### src/rtl/kg_patch_sched.sv
// kg_patch_sched -- per-port byte-patch scheduler for a 512-bit AXI stream.
//
// This block monitors the stream and tells the datapath mux which byte lane
// of the current beat to overwrite, and with what value. It never stalls the
// stream.
//
// The patch rule {enable, byte offset, value} arrives from the regfile into a
// pending copy. It is promoted to the active copy only at a frame boundary,
// so a frame never sees a half-updated rule.
//
// Ports:
//   clk, rst            clock; synchronous active-high reset
//   cfg_wr              one-cycle strobe that captures cfg_enable/offset/value
//   mon_t*              monitored stream handshake, tlast and tkeep
//   patch_sel           one-hot lane to replace in the current beat (combinational)
//   patch_value         replacement byte from the active rule
//   cfg_pending         a written rule is waiting for commit
//   active_enable       enable bit of the active rule
//   in_frame            FSM is inside a multi-beat frame
//
// Optional statistics (enabled when KG_PATCH_SCHED_STATS_EN is defined):
//   stat_clr            synchronous clear; wins over a same-cycle increment
//   stat_patched        frames that had a lane patched
//   stat_missed         frames that ended with an enabled rule but no hit
module kg_patch_sched #(
  parameter int DATA_WIDTH   = 512,
  parameter int KEEP_WIDTH   = DATA_WIDTH/8,
  parameter int OFFSET_WIDTH = 16,
  parameter int CNT_WIDTH    = 32
) (
  input  logic                    clk,
  input  logic                    rst,
  input  logic                    cfg_wr,
  input  logic                    cfg_enable,
  input  logic [OFFSET_WIDTH-1:0] cfg_offset,
  input  logic [7:0]              cfg_value,
  input  logic                    mon_tvalid,
  input  logic                    mon_tready,
  input  logic                    mon_tlast,
  input  logic [KEEP_WIDTH-1:0]   mon_tkeep,
`ifdef KG_PATCH_SCHED_STATS_EN
  input  logic                    stat_clr,
  output logic [CNT_WIDTH-1:0]    stat_patched,
  output logic [CNT_WIDTH-1:0]    stat_missed,
`endif
  output logic [KEEP_WIDTH-1:0]   patch_sel,
  output logic [7:0]              patch_value,
  output logic                    cfg_pending,
  output logic                    active_enable,
  output logic                    in_frame
);

  localparam int LANE_W = 6;
  localparam int BEAT_W = OFFSET_WIDTH - LANE_W;

  if (DATA_WIDTH != 512) begin : g_bad_data_width
    $error("kg_patch_sched: DATA_WIDTH must be 512");
  end
  if (KEEP_WIDTH*8 != DATA_WIDTH) begin : g_bad_keep_width
    $error("kg_patch_sched: KEEP_WIDTH*8 must equal DATA_WIDTH");
  end
  if (OFFSET_WIDTH <= LANE_W) begin : g_bad_offset_width
    $error("kg_patch_sched: OFFSET_WIDTH must exceed the lane bits");
  end
  if (CNT_WIDTH < 1) begin : g_bad_cnt_width
    $error("kg_patch_sched: CNT_WIDTH must be positive");
  end

  typedef struct packed {
    logic                    en;
    logic [OFFSET_WIDTH-1:0] off;
    logic [7:0]              val;
  } rule_t;

  typedef enum logic {IDLE = 1'b0, FRAME = 1'b1} state_t;

  state_t            state, state_nx;
  rule_t             pend, act, wr_rule, commit_rule;
  logic [BEAT_W-1:0] beat_cnt;
  logic              beat_ovf;   // frame ran past the last countable beat
  logic              acc, acc_last, commit, beat_hit;

  assign acc      = mon_tvalid & mon_tready;
  assign acc_last = acc & mon_tlast;

  // A write in the commit cycle counts as pending and its values win.
  assign wr_rule     = '{en: cfg_enable, off: cfg_offset, val: cfg_value};
  assign commit_rule = cfg_wr ? wr_rule : pend;
  assign commit      = (cfg_pending | cfg_wr) &
                       (((state == IDLE) & ~acc) | acc_last);

  // FSM: state register
  always_ff @(posedge clk) begin
    if (rst) state <= IDLE;
    else     state <= state_nx;
  end

  // FSM: next state
  always_comb begin
    state_nx = state;
    if (acc) state_nx = mon_tlast ? IDLE : FRAME;
  end

  // FSM: outputs
  always_comb begin
    in_frame = (state == FRAME);
  end

  // Rule shadow pair and beat tracking
  always_ff @(posedge clk) begin
    if (rst) begin
      pend        <= '0;
      act         <= '0;
      cfg_pending <= 1'b0;
      beat_cnt    <= '0;
      beat_ovf    <= 1'b0;
    end else begin
      if (cfg_wr) pend <= wr_rule;
      if (commit) act  <= commit_rule;
      if (commit)      cfg_pending <= 1'b0;
      else if (cfg_wr) cfg_pending <= 1'b1;

      if (acc_last) begin
        beat_cnt <= '0;
        beat_ovf <= 1'b0;
      end else if (acc) begin
        // Counter holds at all-ones; the overflow bit stops the last
        // countable beat index from matching every later beat.
        if (&beat_cnt) beat_ovf <= 1'b1;
        else           beat_cnt <= beat_cnt + 1'b1;
      end
    end
  end

  // Beat-level qualifier shared by every lane
  assign beat_hit = act.en & mon_tvalid & ~beat_ovf &
                    (beat_cnt == act.off[OFFSET_WIDTH-1:LANE_W]);

  for (genvar l = 0; l < KEEP_WIDTH; l++) begin : g_lane
    assign patch_sel[l] = beat_hit & mon_tkeep[l] &
                          (act.off[LANE_W-1:0] == LANE_W'(l));
  end

  assign patch_value   = act.val;
  assign active_enable = act.en;

`ifdef KG_PATCH_SCHED_STATS_EN
  logic hit;        // a lane was patched earlier in this frame
  logic frame_hit;  // includes a hit on the current (tlast) beat

  assign frame_hit = hit | (|patch_sel);

  always_ff @(posedge clk) begin
    if (rst)                    hit <= 1'b0;
    else if (acc_last)          hit <= 1'b0;
    else if (acc && |patch_sel) hit <= 1'b1;
  end

  always_ff @(posedge clk) begin
    if (rst || stat_clr) begin
      stat_patched <= '0;
      stat_missed  <= '0;
    end else if (acc_last) begin
      if (frame_hit && !(&stat_patched))
        stat_patched <= stat_patched + 1'b1;
      if (act.en && !frame_hit && !(&stat_missed))
        stat_missed <= stat_missed + 1'b1;
    end
  end
`endif

endmodule

### config.mk
export PLATFORM = sky130hd
export DESIGN_NAME = kg_patch_sched
export DESIGN_NICKNAME = d
export VERILOG_FILES = /design/src/rtl/kg_patch_sched.sv
export SDC_FILE = /design/constraint.sdc
export NUM_CORES = 1
export LEC_CHECK = 0
export ABC_CLOCK_PERIOD_IN_PS = 1700
export BUFFER_PORTS_ARGS = -buffer_cell sky130_fd_sc_hd__buf_2
export CORE_MARGIN = 4
export CORE_UTILIZATION = 43
export DETAILED_ROUTE_END_ITERATION = 16
export PLACE_DENSITY_LB_ADDON = 0.15
export SLEW_MARGIN = 20
export SYNTH_ARGS = -nofsm -noshare
export SYNTH_HDL_FRONTEND = slang
export SYNTH_SLANG_ARGS = --single-unit
export TNS_END_PERCENT = 30
### constraint.sdc
create_clock -name clk -period 1.7 [get_ports clk]
set_clock_uncertainty 0.2 [all_clocks]
set_input_delay 0.17 -clock clk [delete_from_list [all_inputs] [get_ports clk]]
set_output_delay 0.17 -clock clk [all_outputs]
set_load 0.01 [all_outputs]
==> flow_summary.toml <==
[outcome]
status = "finished, violations left"
violations = "negative setup slack"

[clocking]
max-clock-path-buffers = 2
path_clk_slew_ns = 0.06
clkLatencyLatePin_ns = 0.34
htree_levels = 3
root_buffer = "clkbuf_8"
cts_tree = "done"
cts_made_buffers = 9
clkSinkCount = 63

[yosys]
synth_edf_count = 0
synth_top_area_cell = "dfxtp_1"
synthDistinctLibCells = 34
synth-simple-area-share_pct = 40.7
synth-adder-area-share_pct = 0.333
synth_top_family_by_area = "simple AND/OR/NAND/NOR gates"
synthMuxAreaShare_pct = 6.92
seq_area_frac_synth_pct = 33.5
mappedNetlistArea_um2 = 3760
synth_seq_cells = 63
synth_ff_type = "dfxtp_1"
synth_compound_area_share_pct = 7.42
syn_inst = 430
async_flop_share_pct = 0
syn_nets = 526
avgSynthCellArea_um2 = 8.75
yosysWarnings = 0
synth_area_leaders = "dfxtp_1 34%, nor4_2 20%, nor2_1 7.2%"
synthXorXnorAreaFrac_pct = 3.72
synth_largest_type_area_fraction_pct = 33.5

[grt]
grt_max_degree = 37
antenna_found_initial = 0
gr-total-overflow = 0
grtUsageTotal_pct = 22.8
first_global_vias = 3966
grt_pass1_wl_mm = 18.9

[route]
postRouteAntennaNets = 0
wl_per_cell_um = 16.7
viasPerCell = 5.30
dr.pass1.iters = 4
totalWireLength_mm = 12.8
drt-initial-drc-count = 135
vias = 4053
drc_errors = 0

[pwr]
p_sw_mw = 1.20
powerDensity_nw_per_um2 = 634
seq_power_share_pct = 40.7
internal_power_mw = 2.82
p_leak_nw = 2.74
vdd_drop_max_mv = 0.702
p_comb_share_pct = 25.3
p_clk_share_pct = 34.0
p_sw_share_pct = 29.9

[die]
std_cell_rows = 33
die_y_um = 102
die_w_um = 102
dieArea_um2 = 10300
initial_core_util_pct = 44.9
ios = 170
coreArea_um2 = 8380

[sta]
rsz0062_at_grt = "true"
setup_viol = 64
fin_tns_setup_ns = -43.14
min_period_ns = 2.47
timing.slew.headroom_pct = 62.6
worst_slew_pin_slew_ns = 0.561
fin_crit_sh_pct = 145
timing.final.ws_setup_ns = -0.765
clock.fmax_mhz = 406
maxSlewViolCount = 0
finalHoldViolations = 0

[flow_run]
max_cap_violations = 0

[cells_and_area]
final_util_pct = 75.7
nets = 753
area_growth_pct = 68.6
n_antenna_cell = 0
instances_no_fill = 765
layout-drive-gt1-share_pct = 51.1

[setup_path]
critPathArrivalTime_ns = 2.10
ff2ff_path_depth = 6
required_ns = 1.33
endpoint_kind = "output pin"
cp-start-kind = "flip-flop"
critPathKind = "flip-flop to output pin"
cp_max_fo = 4

[hold_path]
hold_depth = 3
hold_path_class = "input pin to flip-flop"

[place]
dpl.hpwl_mm = 8.93
io_buffers = 169
gp_congestion = 0.838
dp.cells = 716
## layout by cell type, fill, tap and decap left out, types with 3 or more instances in the layout
cell type,count
nand2b_1,4
nand3_1,3
clkbuf_8,11
buf_12,6
nor4_1,3
dfxtp_1,60
nand2_1,70
clkbuf_16,7
mux2i_1,26
a211oi_1,26
nor3_1,10
nor2_1,71
dlygate4sd3_1,25
xnor2_1,6
xor2_1,9
buf_4,51
buf_16,3
buf_2,169
nor4_4,63
## power by group through the flow
stage | clock (mW) | sequential, mW | combinational [mW]
after floorplan | 0 | 1.65 | 0.600
final | 1.37 | 1.64 | 1.02
after global routing | 1.48 | 1.65 | 1.10
after global placement | 0 | 1.66 | 0.897
after detailed placement | 0 | 1.67 | 0.915
after CTS | 1.39 | 1.63 | 0.961
## registers in the layout, indices dropped and copies added (netlist names)
register,cells
beat_ovf,1
pend,25
active_enable,1
cfg_pending,1
in_frame,1
patch_value,8
act,16
beat_cnt,10
## worst paths after layout
path,from,endpoint,slack (ns)
hold / removal,rst,patch_value[4],0.05
setup reg to reg,beat_cnt[7],beat_cnt[3],0.01
hold reg to reg,pend[11],pend[11],0.29
setup / recovery,beat_cnt[1],patch_sel[17],-0.77
## synth_stat cells, types with 2 or more instances
cell type	number
a311oi_1	2
a21oi_1	2
buf_4	8
nand3_1	4
inv_1	4
nor4_4	2
nand4_1	2
nor4_2	59
mux2i_1	26
a31oi_1	2
nor3_1	11
nor2_1	72
xor2_1	10
nand2b_1	4
buf_6	7
xnor2_1	6
dfxtp_1	63
buf_1	5
nand2_1	70
buf_2	5
clkbuf_1	21
a211oi_1	27
nor4_1	7
## cell families (layout without fill, tap and decap cells)
logic type,after synthesis,count (layout)
XOR/XNOR,16,16
buffers and inverters,50,280
adder cells (fa/ha/maj),1,1
flip-flops,63,63
AND/OR/NAND/NOR,237,237
multiplexers,26,26
AO/OA/AOI/OAI,37,37
## per-stage QoR
| step | hold WS [ns] | worst slack [ns] | total power, mW | area, µm² |
|---|---|---|---|---|
| 6_report | 0.0539 | -0.765 | 4.02 | 6340 |
| 5_1_grt | 0.0652 | -0.859 | 4.22 | 6340 |
| 4_1_cts | 0.0271 | -0.765 | 3.99 | 5960 |
| 3_5_place_dp | 0.240 | -0.390 | 2.58 | 5490 |
| 3_3_place_gp | 0.231 | -0.345 | 2.56 | 5490 |
| 2_1_floorplan | 0.137 | -0.290 | 2.25 | 4270 |
## worst max-delay path, stage by stage, from the launching register on
cell and delay (ns):
dfxtp_2 0.33, xor2_2 0.18, nor4_4 0.32, nand4_4 0.18, clkbuf_16 0.22, buf_8 0.14
nor4_2 0.19, buf_2 0.19
## per-layer routing
layer	GRT usage [%]	up-vias	wire [µm]
met5	0	-	0
met1	27.6	1896	5210
met4	5.11	0	214
li1	-	2000	-
met2	39.9	139	6510
met3	6.82	18	841
## repair_timing
action | CTS | global route
endpoints found under the hold margin | 25 | 0
resized for setup | 3 | 31
pin swaps | 0 | 56
hold buffers | 25 | 0
endpoints found under the setup margin | 66 | 74
buffers inserted | 0 | 1
gates cloned | 0 | 9
## area by class of cell
type,count,area [µm²]
Tap cell,105,131
Timing Repair Buffer,262,1860
Inverter,4,15.0
Multi-Input combinational cell,317,2860
Clock buffer,12,176
Fill cell,582,2040
Sequential cell,63,1270
Clock inverter,2,37.5
No activity file was read; power rests on OpenSTA's default activity.
